File: config.mk
export PLATFORM = sky130hd
export DESIGN_NAME = score_keeper
export DESIGN_NICKNAME = d
export VERILOG_FILES = /design/src/rtl/score_keeper.sv
export SDC_FILE = /design/constraint.sdc
export NUM_CORES = 1
export LEC_CHECK = 0
export CAP_MARGIN = 20
export CORE_MARGIN = 2
export CORE_UTILIZATION = 50
export DETAILED_ROUTE_END_ITERATION = 7
export PLACE_DENSITY = 0.7
export SYNTH_ARGS = -nofsm -noshare
export SYNTH_HDL_FRONTEND = slang
export SYNTH_SLANG_ARGS = --single-unit
export TNS_END_PERCENT = 50
File: constraint.sdc
create_clock -name clk_50 -period 4.65 [get_ports clk_50]
set_input_delay 0.465 -clock clk_50 [delete_from_list [all_inputs] [get_ports clk_50]]
set_output_delay 0.465 -clock clk_50 [all_outputs]
set_load 0.005 [all_outputs]
File: src/rtl/score_keeper.sv
// Match controller: edge-detects score strobes, keeps saturating 0..WIN_SCORE digits, sequences idle/rally/pause/game-over.
// Optional START_SYNC_EN: two-flop synchronizer on start ahead of its edge detector.
module score_keeper #(
  parameter int unsigned WIN_SCORE    = 9,
  parameter int unsigned PAUSE_CYCLES = 50_000_000
) (
  input  logic       clk_50,
  input  logic       reset,
  input  logic       start,
  input  logic       score_p1_in,
  input  logic       score_p2_in,
  output logic [3:0] p1_score,
  output logic [3:0] p2_score,
  output logic       ball_hold,
  output logic       game_over,
  output logic [1:0] winner,
  output logic       point_flash
);

  localparam int unsigned CW  = $clog2(PAUSE_CYCLES + 1);
  localparam logic [3:0]  WIN = 4'(WIN_SCORE);

  typedef enum logic [1:0] {IDLE, PLAY, PAUSE, GAME_OVER} state_t;

  state_t        state_q, state_d;
  logic [3:0]    p1_d, p2_d;
  logic [1:0]    winner_d;
  logic [CW-1:0] pause_cnt, pause_cnt_d;
  logic          s1_q, s2_q, start_q;
  logic          start_sync;
  logic          p1_edge, p2_edge, start_edge;
  logic [3:0]    p1_inc, p2_inc;

`ifdef START_SYNC_EN
  logic start_meta;
  always_ff @(posedge clk_50 or posedge reset) begin
    if (reset) begin
      start_meta <= 1'b0;
      start_sync <= 1'b0;
    end else begin
      start_meta <= start;
      start_sync <= start_meta;
    end
  end
`else
  assign start_sync = start;
`endif

  assign p1_edge    = score_p1_in & ~s1_q;
  assign p2_edge    = score_p2_in & ~s2_q;
  assign start_edge = start_sync & ~start_q;

  assign p1_inc = (p1_edge && p1_score < WIN) ? p1_score + 4'd1 : p1_score;
  assign p2_inc = (p2_edge && p2_score < WIN) ? p2_score + 4'd1 : p2_score;

  always_comb begin
    state_d     = state_q;
    p1_d        = p1_score;
    p2_d        = p2_score;
    winner_d    = winner;
    pause_cnt_d = pause_cnt;
    unique case (state_q)
      IDLE: begin
        p1_d     = '0;
        p2_d     = '0;
        winner_d = '0;
        if (start_edge) state_d = PLAY;
      end
      PLAY: begin
        if (p1_edge || p2_edge) begin
          p1_d = p1_inc;
          p2_d = p2_inc;
          if (p1_inc == WIN || p2_inc == WIN) begin
            winner_d = {p2_inc == WIN, p1_inc == WIN};
            state_d  = GAME_OVER;
          end else begin
            pause_cnt_d = CW'(PAUSE_CYCLES - 1);
            state_d     = PAUSE;
          end
        end
      end
      PAUSE: begin
        if (pause_cnt == '0) state_d = PLAY;
        else pause_cnt_d = pause_cnt - CW'(1);
      end
      GAME_OVER: begin
        if (start_edge) begin
          p1_d     = '0;
          p2_d     = '0;
          winner_d = '0;
          state_d  = PLAY;
        end
      end
      default: state_d = IDLE;
    endcase
  end

  // Status outputs are decoded from the next state so they share the state's edge.
  always_ff @(posedge clk_50 or posedge reset) begin
    if (reset) begin
      state_q     <= IDLE;
      p1_score    <= '0;
      p2_score    <= '0;
      winner      <= '0;
      pause_cnt   <= '0;
      s1_q        <= 1'b0;
      s2_q        <= 1'b0;
      start_q     <= 1'b0;
      ball_hold   <= 1'b1;
      game_over   <= 1'b0;
      point_flash <= 1'b0;
    end else begin
      state_q     <= state_d;
      p1_score    <= p1_d;
      p2_score    <= p2_d;
      winner      <= winner_d;
      pause_cnt   <= pause_cnt_d;
      s1_q        <= score_p1_in;
      s2_q        <= score_p2_in;
      start_q     <= start_sync;
      ball_hold   <= (state_d != PLAY);
      game_over   <= (state_d == GAME_OVER);
      point_flash <= (state_d == PAUSE);
    end
  end

endmodule

==> parameters.txt <==
Parameter                              Value

Timing
  Count of final setup violators    0
  Hold Fails Final Rpt    0
  Post-route setup TNS    0 ps
  Measured slew at the worst slew-check pin    905.2 ps
  Headroom to the max-slew limit    39.57%
  Part of the cycle the worst path needs    65.75%
  Clock skew after layout    9.327 ps
  Maximum operating frequency    327.1 MHz
  Setup repair after global routing missed its margin    no
  Clock period minus worst slack    3058 ps
  Slew Viols, Final    0

Pwr
  Switching share of power    43.09%
  Gate power share    43.4%
  Peak supply drop    0.2493 mV
  Internal    763.2 µW
  Total power density per cell area    427.2 nW/µm²
  Switching Power    577.8 µW
  Clock share of power    17.4%
  Leakage power summed over all cells    1.246 nW
  Seq pwr share    39.2%

Hold path
  Hold/Removal Path Class    flip-flop to flip-flop
  Hold path cells    1
  Launch instance of the worst min-delay path    pause_cnt[15]$_DFFE_PP0P_
  Destination of the worst hold path    pause_cnt[15]$_DFFE_PP0P_

Floorplanning
  Die Width    79.34 µm
  I/O Pins    18
  Total die area    6294 µm²
  Vertical die dimension    79.34 µm
  Number of cell rows    27
  Core Area    5507 µm²
  Starting density of the core    51.53%

Synthesis
  Largest family of logic cells by synthesized area    compound AO/OA/AOI/OAI gates
  Ranking of synthesized cells by instance count    43 x dfrtp_1, 27 x inv_1, 24 x o21ai_0
  Post-synthesis instance area    2838 µm²
  Share of the yosys chip area belonging to registers    38.84%
  Synthesized net count    340
  Mux share of post-synthesis cell area    1.764%
  Number of synthesized flops with an enable pin    0
  Largest area contributor in the synthesized netlist    dfrtp_1
  Post-synthesis adder-cell area fraction    3.968%
  Number of storage elements in the synthesis netlist    44
  Top post-synthesis cells by area    dfrtp_1 38%, o21ai_0 4.2%, ha_1 4.0%
  Share of the synthesized area in compound gates (AO/OA/AOI/OAI)    26.68%
  Yosys top cell area share    37.92%
  Unique masters post-synth    62
  Share of synthesized cell area in and, or, nand and nor gates    22.84%
  Share of async-settable or async-resettable flops after synthesis    100.0%
  Per-instance average area after synthesis    8.705 µm²
  Synth Flop Type    dfrtp_1
  Area share of xor/xnor cells in the synthesized design    0%
  Synth Warn #    0
  Most common cell in the netlist    dfrtp_1
  Synthesized netlist cell count    326

Placed design
  Detail Placement HPWL    5007 µm
  Routability-driven placement congestion ratio    0.9187
  Port buffer count    17

Clocking
  Hold-fix buffer count after cts    0
  Clock buffer count from CTS    5
  Clock Pin Slew Worst Setup and Hold Paths    80 ps
  Worst skew pair latency    300 ps
  Post-CTS setup buffer count    0
  Root buffer cell    clkbuf_8
  Count of H-tree levels built during CTS    2
  CTS tree    done
  Maximum number of buffers from clock root to sink    2
  Resized cells post-CTS    0
  Number of clock sinks    44

Setup path
  CP arrival    3280 ps
  Reg2Reg Capture Point    ball_hold$_DFF_PP1_
  Worst path buffer plus inverter count    1
  Crit Path Class    flip-flop to flip-flop
  Setup crit start kind    flip-flop
  Largest fanout on the critical path    20
  Critical path, cell by cell    inv_1 -> ha_1 -> or4b_1 -> a2111o_1 -> o211ai_2 -> a21o_1 -> a31oi_1 -> or2_1
  Register-to-register path setup slack    1590 ps
  Source of the worst register-to-register timing path    p2_score[0]$_DFFE_PP0P_
  Slowest-stage cell, CP    a21o_1
  Worst Path Required    4870 ps
  Largest stage delay, worst path    570 ps
  Endpoint type of the worst setup path    flip-flop
  Kind of cell adding the most delay to the critical path    compound AO/OA/AOI/OAI gates
  Number of cells on the worst reg-to-reg path    8

Detailed routing
  Detailed Route WL    7057 µm
  Via density    6.284
  Number of optimization iterations in the first detailed-route pass    6
  DRC violations left    0
  DRT antenna net count    0
  DRT iter0 DRCs    300
  Average wire per cell in the routed design    17.13 µm
  Total via count in the routed design    2589

Layout
  Fraction of final layout cells sized beyond drive strength 1    6.471%
  Count of nets after finishing    353
  Diodes inserted    0
  Area overhead of the layout relative to synthesis    10.63%
  Layout Utilization    57.01%

GRT
  All-Layer GR Usage    24.39%
  Vias in the first global route    2460
  Antenna violations before repair    0
  Largest net degree at the start of global routing    45
  Remaining global-route overflow    0
  Wire length of the first global-routing pass    12020 µm

Job
  Count of max-cap constraint violations    0

Status
  Outcome    complete, no violations
-- cell type report --
| type | instances | area [µm²] |
|---|---|---|
| well taps | 72 | 90.09 |
| multi-input cells | 240 | 1568 |
| flip-flops and latches | 44 | 1102 |
| inverters | 28 | 105.1 |
| clock inverters | 1 | 5.005 |
| fillers | 500 | 2367 |
| clock buffers | 7 | 76.32 |
| repair buffers | 20 | 192.7 |
-- logic make-up after synthesis --
logic type / count (synthesis)
muxes: 5
AOI/OAI and AO/OA: 111
buffers and inverters: 42
DFF: 44
and+or+nand+nor: 115
adders and majority gates: 9
-- power by group through the flow --
| stage | clock network [mW] | logic (mW) | registers, mW |
|---|---|---|---|
| finish | 0.233 | 0.582 | 0.526 |
| global route | 0.259 | 0.653 | 0.541 |
| CTS | 0.245 | 0.577 | 0.524 |
| detailed placement | 0 | 0.573 | 0.532 |
| global placement | 0 | 0.563 | 0.529 |
| floorplan | 0 | 0.412 | 0.516 |
-- worst max-delay path by stage --
stage                                       start                   to  slack [ps]  cells after the start
after CTS                 p2_score[0]$_DFFE_PP0P_  ball_hold$_DFF_PP1_        1620                      8
after global placement                score_p1_in  ball_hold$_DFF_PP1_        1670                      7
after global routing      p2_score[0]$_DFFE_PP0P_  ball_hold$_DFF_PP1_        1380                      8
after detailed placement              score_p1_in  ball_hold$_DFF_PP1_        1560                      7
final                     p2_score[0]$_DFFE_PP0P_  ball_hold$_DFF_PP1_        1590                      8
after floorplan           p2_score[0]$_DFFE_PP0P_  ball_hold$_DFF_PP1_        2240                      9
-- registers in the layout, indices dropped and copies added (netlist names) --
name         cells
p1_score         4
pause_cnt       26
s1_q             1
point_flash      1
p2_score         4
state_q          2
game_over        1
s2_q             1
winner           2
start_q          1
ball_hold        1
-- routing by layer --
metal	track usage, %	up-vias	share of wire, %
met5	0	-	0
met1	35.62	1229	48
met2	36.27	99	45
met4	8.448	0	1.5
li1	-	1248	-
met3	4.545	13	5.3
-- stage by stage --
step	total power [mW]	worst slack, ps	instance area, µm²	instances	hold WS [ps]
final	1.341	1592	3139	412	493.8
after global routing	1.453	1377	3139	412	504.0
after CTS	1.346	1624	3139	412	490.3
after detailed placement	1.105	1561	3058	404	478.6
after global placement	1.092	1674	3058	404	475.9
after floorplan	0.9282	2238	2838	326	452.7
-- cell usage in the layout (no fill, tap or decap), types with 3 or more instances in the layout --
| master | Yosys | layout |
|---|---|---|
| dfrtp_1 | 43 | 43 |
| inv_1 | 27 | 26 |
| o21ai_0 | 24 | 24 |
| nand2_1 | 22 | 22 |
| nor2_1 | 19 | 19 |
| a21oi_1 | 17 | 17 |
| clkdlybuf4s50_1 | 0 | 17 |
| nor3_1 | 14 | 14 |
| nand2b_1 | 10 | 10 |
| nand3_1 | 10 | 10 |
| a31oi_1 | 10 | 10 |
| ha_1 | 9 | 9 |
| a211oi_1 | 7 | 7 |
| nand4_1 | 6 | 6 |
| o22ai_1 | 6 | 6 |
| mux2i_1 | 5 | 5 |
| o211ai_1 | 5 | 5 |
| clkbuf_8 | 0 | 5 |
| or3_1 | 4 | 4 |
| nor4_1 | 4 | 4 |
| a2bb2oi_1 | 4 | 4 |
| o21a_1 | 4 | 4 |
| nor2b_1 | 3 | 3 |
| or4_1 | 3 | 3 |
| and4_1 | 3 | 3 |
| o221ai_1 | 3 | 3 |
| a21o_1 | 3 | 3 |
| a22oi_1 | 3 | 3 |
| a2111oi_0 | 3 | 3 |
| and3_1 | 3 | 3 |
| buf_4 | 2 | 3 |
Power figures use the tool's default switching activity.
